File: src/rtl/pipe_stall_ctrl.sv
// ============================================================================
//  Module   : pipe_stall_ctrl
//  Purpose  : Stall/flush sequencer for the 5-stage pipeline. It merges the
//             load-use, branch, bus-wait and divide events into per-stage
//             enable and flush controls. The optional stall counter is built
//             only when PIPE_STALL_CNT_EN is defined.
//  Revision : 1.0  initial release
// ============================================================================
`default_nettype none

module pipe_stall_ctrl #(
    parameter int DIV_LAT = 8
) (
    input  logic        clk,
    input  logic        rst,
    input  logic        lu_stall,
    input  logic        br_taken,
    input  logic        imem_wait,
    input  logic        dmem_wait,
    input  logic        div_req,
    output logic        pc_en,
    output logic        pc_sel_redir,
    output logic        redir_ld,
    output logic        if_id_en,
    output logic        id_ex_en,
    output logic        ex_mem_en,
    output logic        mem_wb_en,
    output logic        if_id_flush,
    output logic        id_ex_flush,
    output logic        ex_mem_flush,
    output logic        div_busy,
    output logic        div_done,
    output logic [31:0] stall_cycles
);

    localparam int CNT_W = $clog2(DIV_LAT + 1);

    typedef enum logic [1:0] {
        ST_RUN   = 2'd0,
        ST_DIV   = 2'd1,
        ST_REDIR = 2'd2
    } state_t;

    state_t             r_state;
    state_t             w_nextState;
    logic [CNT_W-1:0]   r_cnt;
    logic [CNT_W-1:0]   w_cntNext;

    always_comb begin
        pc_en        = 1'b1;
        if_id_en     = 1'b1;
        id_ex_en     = 1'b1;
        ex_mem_en    = 1'b1;
        mem_wb_en    = 1'b1;
        pc_sel_redir = 1'b0;
        redir_ld     = 1'b0;
        if_id_flush  = 1'b0;
        id_ex_flush  = 1'b0;
        ex_mem_flush = 1'b0;
        div_busy     = 1'b0;
        div_done     = 1'b0;
        w_nextState  = r_state;
        w_cntNext    = r_cnt;

        if (rst) begin
            pc_en     = 1'b0;
            if_id_en  = 1'b0;
            id_ex_en  = 1'b0;
            ex_mem_en = 1'b0;
            mem_wb_en = 1'b0;
        end else if (dmem_wait) begin
            // A pending data access freezes the whole pipe, divide counter included.
            pc_en     = 1'b0;
            if_id_en  = 1'b0;
            id_ex_en  = 1'b0;
            ex_mem_en = 1'b0;
            mem_wb_en = 1'b0;
            div_busy  = (r_state == ST_DIV);
        end else begin
            case (r_state)
                ST_RUN: begin
                    if (div_req) begin
                        pc_en        = 1'b0;
                        if_id_en     = 1'b0;
                        id_ex_en     = 1'b0;
                        ex_mem_flush = 1'b1;
                        w_cntNext    = CNT_W'(DIV_LAT - 1);
                        w_nextState  = ST_DIV;
                    end else if (br_taken && !imem_wait) begin
                        if_id_flush = 1'b1;
                        id_ex_flush = 1'b1;
                    end else if (br_taken) begin
                        // Fetch still in flight: park the target until the bus frees up.
                        pc_en       = 1'b0;
                        redir_ld    = 1'b1;
                        if_id_flush = 1'b1;
                        id_ex_flush = 1'b1;
                        w_nextState = ST_REDIR;
                    end else if (lu_stall) begin
                        pc_en       = 1'b0;
                        if_id_en    = 1'b0;
                        id_ex_flush = 1'b1;
                    end else if (imem_wait) begin
                        pc_en       = 1'b0;
                        if_id_flush = 1'b1;
                    end
                end
                ST_DIV: begin
                    div_busy = 1'b1;
                    pc_en    = 1'b0;
                    if_id_en = 1'b0;
                    if (r_cnt != '0) begin
                        id_ex_en     = 1'b0;
                        ex_mem_flush = 1'b1;
                        w_cntNext    = r_cnt - CNT_W'(1);
                    end else begin
                        div_done    = 1'b1;
                        id_ex_flush = 1'b1;
                        w_nextState = ST_RUN;
                    end
                end
                ST_REDIR: begin
                    if_id_flush = 1'b1;
                    if (imem_wait) begin
                        pc_en = 1'b0;
                    end else begin
                        pc_sel_redir = 1'b1;
                        w_nextState  = ST_RUN;
                    end
                end
                default: begin
                    w_nextState = ST_RUN;
                end
            endcase
        end
    end

    always_ff @(posedge clk or posedge rst) begin
        if (rst) begin
            r_state <= ST_RUN;
            r_cnt   <= '0;
        end else begin
            r_state <= w_nextState;
            r_cnt   <= w_cntNext;
        end
    end

`ifdef PIPE_STALL_CNT_EN
    logic [31:0] r_stallCycles;

    always_ff @(posedge clk or posedge rst) begin
        if (rst) begin
            r_stallCycles <= '0;
        end else if (!pc_en && (r_stallCycles != 32'hFFFF_FFFF)) begin
            r_stallCycles <= r_stallCycles + 32'd1;
        end
    end

    assign stall_cycles = r_stallCycles;
`else
    assign stall_cycles = 32'h0;
`endif

    a_noDivWithBranch : assert property (
        @(posedge clk) disable iff (rst)
        !((r_state == ST_RUN) && div_req && br_taken)
    );

endmodule

`default_nettype wire

File: config.mk
export PLATFORM = sky130hd
export DESIGN_NAME = pipe_stall_ctrl
export DESIGN_NICKNAME = d
export VERILOG_FILES = /design/src/rtl/pipe_stall_ctrl.sv
export SDC_FILE = /design/constraint.sdc
export NUM_CORES = 1
export LEC_CHECK = 0
export ABC_AREA = 1
export CELL_PAD_IN_SITES_DETAIL_PLACEMENT = 1
export CELL_PAD_IN_SITES_GLOBAL_PLACEMENT = 2
export CORE_ASPECT_RATIO = 1.75
export CORE_UTILIZATION = 18
export DETAILED_ROUTE_END_ITERATION = 10
export HOLD_SLACK_MARGIN = 0.03
export PLACE_DENSITY_LB_ADDON = 0.1
export SYNTH_ARGS = -nofsm -noshare
export SYNTH_HDL_FRONTEND = slang
export SYNTH_SLANG_ARGS = --single-unit
File: constraint.sdc
create_clock -name clk -period 1.95 [get_ports clk]
set_input_delay 0.39 -clock clk [delete_from_list [all_inputs] [get_ports clk]]
set_output_delay 0.39 -clock clk [all_outputs]
set_load 0.01 [all_outputs]
==> results of run 1 <==
## worst max-delay path, stage by stage
cell	delay, ns
clkdlybuf4s50_1	0.43
nor2_2	0.14
o21ai_2	0.08
nor2_1	0.09
o21a_1	0.11
dlygate4sd2_1	0.26
## power breakdown
| part | switching [µW] | leakage (µW) | total [µW] | internal (µW) |
|---|---|---|---|---|
| registers | 40.7 | 0.0000752 | 223 | 182 |
| clock network | 66.6 | 0.0000216 | 200 | 134 |
| logic | 422 | 0.000563 | 755 | 333 |
| total | 529 | 0.000659 | 1180 | 649 |
## stage by stage
step,TNS (ns),setup WS (ns),std cells,power [µW]
floorplan,0,0.4977,147,683.7
global placement,-3.340,-0.3897,198,998.8
detailed placement,-3.436,-0.3736,198,1001
CTS,-0.005273,-0.005273,202,1196
global route,0,0.007189,204,1289
finish,0,0.05800,204,1178
## cell families (layout without fill, tap and decap cells)
family	Yosys count	in the layout	share of synthesized area, %
flops	6	6	19.35
buf+inv	47	55	39.19
other cells	1	32	0.4834
fa+ha+maj	1	1	1.613
compound gates	8	8	7.259
simple gates	53	53	32.10
## placed cells by master (no fill, tap or decap)
cell             count
clkdlybuf4s50_1      2
dlygate4sd2_1        6
nand4_1              1
nor4_2               1
a21oi_1              2
buf_6                2
inv_2                2
nand3_1              8
nor2_2               3
clkbuf_8             3
clkbuf_2             2
or2_2                1
buf_2                4
ha_1                 1
inv_4                1
nor2_1               9
conb_1              32
o21ai_0              2
nand2_1             25
nand2_4              4
dlymetal6s2s_1       3
o21ai_2              1
buf_12               1
dfrtp_1              6
o211ai_1             1
o21a_1               1
inv_1               10
nand2_2              1
a21oi_4              1
buf_4               19
## state kept, by name (all words and copies together) (netlist names)
register / cells
r_state: 2
r_cnt: 4
## metal layers
metal	up-vias	part of all wire, %	wire length (µm)	GRT usage, %
li1	369	-	-	-
met5	-	0	0	0
met2	25	63	1429	21.61
met4	0	1.7	38	5.160
met3	5	4.7	108	1.890
met1	346	31	698	8.914
## repair_timing
item                       4_1_cts  5_1_grt
gates resized for setup         38        7
setup buffers                    1        2
pin swaps                        1        1
setup endpoints to repair       12        8
cloned                           0        0
## final cells by class
| cell class | count | area [µm²] |
|---|---|---|
| fill | 531 | 3065 |
| multi-input combinational | 94 | 455.4 |
| clock buffer | 3 | 41.29 |
| timing repair buffer | 39 | 325.3 |
| inverter | 13 | 51.30 |
| sequential | 6 | 150.1 |
| tap | 49 | 61.31 |
## cell usage after synthesis (2+ instances only)
cell type  number
dfrtp_1         6
a21oi_1         2
nand3_1         8
o21ai_0         3
nand2_4         4
buf_4          33
inv_1          11
nand2_1        25
nor2_1         12
## final timing paths
check / to / slack, ns / startpoint / cells past startpoint
max: if_id_flush / 0.06 / div_req / 6
min: r_cnt[2] / 0.25 / rst / 3
max reg2reg: r_cnt[2] / 0.57 / r_state[0] / 8
min reg2reg: r_cnt[0] / 0.57 / r_cnt[0] / 3
max in group asynchronous: r_cnt[3] / 1.50 / rst / 3
min in group clk: r_cnt[0] / 0.57 / r_cnt[0] / 3
==> run metrics, run 1 <==
outcome=completed; first-pass iteration count of the detailed router=3; # hold bufs at CTS=0; Row Count=31; CP Launch Type=primary input; fmax=528.5 MHz; hold crit path type=primary input to asynchronous set/reset pin; fin. max-slew vios=0; GR Overflow Total=0; Inserted Diodes=0; P&R area growth vs syn=39.84%; P per Cell Area=1086 nW/µm²; initial antenna violation count=0; RSZ-0062 raised after global routing=no; area leader, netlist=buf_4; gr usage total=10.43%; Max-cap violations=0; vias in the first global route=730; crit-path max FO=3; CP Data Arrival Time=1.50 ns; Clock Pin Slew Worst Setup and Hold Paths=0.04 ns; share of cells above drive strength 1=29.68%; clock root cell=clkbuf_8; register bit total from synthesis=6; CP Class=primary input to output port; final core occ=26.14%; Detail Placement HPWL=1941 µm; Post-DRT Antenna Nets=0; Post-synth EDFFs=0; min cycle time layout=1.892 ns; final clock skew=0.001655 ns; Setup-failing EPs final=0; Synth Cell Area=775.7 µm²; maximum VDD drop=349.0 µV; Final Hold Viols=0; first-pass GRT wire length=3408 µm; Port Buf Inserts=18; Area contributors post-synth=buf_4, dfrtp_1, nand2_1, nand2_4, nor2_1; fin area=1085 µm²; register area share after synthesis=19.35%; Worst Path Required=1.56 ns; largest net degree at the start of global routing=7; Clock Sink Count=6; final WL=2274 µm; top cell type's share of synthesized area=31.94%; die height=88.85 µm; cts bufs inserted=3; core area=4150 µm²; Via Count=745; GP Congestion=0.7544; Leak Pwr=0.0006594 µW; Hold Slack=0.2549 ns; via/cell ratio=3.652; H-tree depth=1; clock latency at the later pin of the worst-skew pair=0.23 ns; worst-case clock buffer depth=2; Mapped Cells=116; Synth warnings=0; Syn Area/Cell=6.687 µm²; chip width=51.63 µm; predominant post-synthesis flop cell=dfrtp_1; Initial Util=18.69%; Final Cycle Share=97.03%; CTS tree=built; fraction of registers with async set/reset=100.0%; die area=4587 µm²; post-placement cell area=1028 µm²; NumNets Final=165; wire length per cell=11.15 µm; Yosys cell types=21; number of remaining DRC errors=0; initial detailed-routing violation count=11; io pins=51; CP Capture Type=output port
(Power assumes the default switching activity.)
==> run 2, diff against run 1 <==
ABC_CLOCK_PERIOD_IN_PS = 1950   (was default)
==> results of run 2 <==
The final DEF is identical to that of run 1; final timing and power are the same.
==> run 3, diff against run 2 <==
CTS_CLUSTER_DIAMETER = 80   (was default)
GPL_TIMING_DRIVEN = 0   (was default)
==> run 3 against run 2 <==
Total power shrank 2.0%. Clock skew is 0.0025 ns higher. Worst setup slack improved by 0.023 ns. First-iteration DRC count decreased by 55%. Critical path type is now flip-flop to output port. Largest power group unchanged.
==> run metrics, run 3 (synthesized netlist as in run 1, its figures left out) <==
crit-path max FO=5; CP Class=flip-flop to output port; Clock Sink Count=6; maximum VDD drop=643.4 µV; gr usage total=10.46%; CP Launch Type=flip-flop; die area=4587 µm²; most frequent cells in the layout=buf_4, conb_1, nand2_1; chip width=51.63 µm; Setup-failing EPs final=0; Hold Slack=0.2721 ns; core area=4150 µm²; Fill cells=545; io pins=51; outcome=completed; first-pass iteration count of the detailed router=2; Placed Cells=214; wire length per cell=10.21 µm; CP Capture Type=output port; clock root cell=clkbuf_8; first-pass GRT wire length=3525 µm; worst r2r path cells=7; die height=88.85 µm; Post-DRT Antenna Nets=0; clock latency at the later pin of the worst-skew pair=0.22 ns; worst-case clock buffer depth=2; R2R setup slack=0.70 ns; most common cell after layout, fill and taps aside=buf_4; switching share of power=44.98%; Reg power frac=22.2%; initial detailed-routing violation count=5; Row Count=31; Leak Pwr=0.0007783 µW; Via Count=810; min cycle time layout=1.869 ns; final WL=2328 µm; number of remaining DRC errors=0; Max-cap violations=0; RSZ-0062 raised after global routing=no; Worst Path Required=1.56 ns; setup TNS=0 ns; Port Buf Inserts=18; Detail Placement HPWL=1871 µm; clock share of power=16.3%; GP Congestion=0.7339; P per Cell Area=909.8 nW/µm²; hold crit path type=primary input to asynchronous set/reset pin; H-tree depth=1; initial antenna violation count=0; max reg flops=4; GR Overflow Total=0; P&R area growth vs syn=63.55%; combinational share of power=61.5%; largest net degree at the start of global routing=8; # hold bufs at CTS=0; cts bufs inserted=3; net load switching power=519.2 µW; Reg-to-Reg End=r_state[0]; CP Data Arrival Time=1.48 ns; met3 wire length=107 µm; top sig layer=met4; via/cell ratio=3.553; Final Hold Viols=0; Inserted Diodes=0; Final Cycle Share=95.83%; share of cells above drive strength 1=38.55%; Clock Pin Slew Worst Setup and Hold Paths=0.04 ns; Cell Int Power=635.0 µW; vias in the first global route=768; Finished Layout Cells=228; CTS tree=built; Largest regs=r_cnt: 4 flops, r_state: 2 flops; Routed met1 length=799 µm; fmax=535.1 MHz; final clock skew=0.004155 ns; Tot Pwr=1154 µW; NumNets Final=189; WL met2=1401 µm; Worst R2R Start=r_state[0]; final core occ=30.57%; fin. max-slew vios=0; Initial Util=18.69%; Top reg by flops=r_cnt
## run 3: changes by cell type in the layout (fill, tap and decap cells not counted), sizes merged
| cell | change |
|---|---|
| buf | +22 |
| clkbuf | -1 |
| clkdlybuf4s15 | +2 |
| clkdlybuf4s50 | +1 |
| dlygate4sd2 | +1 |
| dlymetal6s2s | -1 |
## run 3: layout make-up
class | instances | area, µm² | share of cell area (%)
multi-input combinational | 94 | 464.2 | 36.59
buffer | 34 | 259.0 | 20.41
tap | 49 | 61.31 | 4.832
inverter | 13 | 51.30 | 4.043
sequential | 6 | 151.4 | 11.93
clock buffer | 3 | 41.29 | 3.254
timing repair buffer | 29 | 240.2 | 18.93
## run 3: timing repair
action,4_1_cts,5_1_grt
pin swaps,4,2
endpoints found under the setup margin,11,10
resized for setup,34,8
buffers inserted,9,3
## run 3: worst max-delay path: stages (launching register included)
cell,delay [ns]
dfrtp_2,0.42
buf_4,0.15
nand2_4,0.07
nor2_1,0.09
clkdlybuf4s50_1,0.54
## run 3: metrics by stage
step	instance area [µm²]	setup WS [ns]
final	1269	0.08136
after global routing	1269	0.005911
after floorplan	892.1	0.4977
after CTS	1265	0.0004998
after detailed placement	1134	-0.5338
after global placement	1134	-0.5166
## run 3: per-layer routing
metal	track usage (%)	up-vias
li1	-	419
met4	2.948	0
met5	0	-
met3	2.749	2
met1	10.02	367
met2	20.90	22
## run 3: worst max-delay path by stage
stage | from | endpoint | slack (ns) | cells after the start
detailed placement | rst | redir_ld | -0.53 | 6
finish | r_state[0] | div_busy | 0.08 | 4
global placement | rst | redir_ld | -0.52 | 6
floorplan | r_cnt[0] | id_ex_en | 0.50 | 6
global route | r_cnt[0] | id_ex_en | 0.006 | 7
CTS | div_req | id_ex_flush | 0.0005 | 8
## run 3: power by group through the flow
stage	Clock, µW	Combinational (µW)	Sequential [µW]
after floorplan	0	451	233
after global placement	0	588	251
after detailed placement	0	601	256
after CTS	199	672	262
after global routing	205	802	264
final	188	710	256
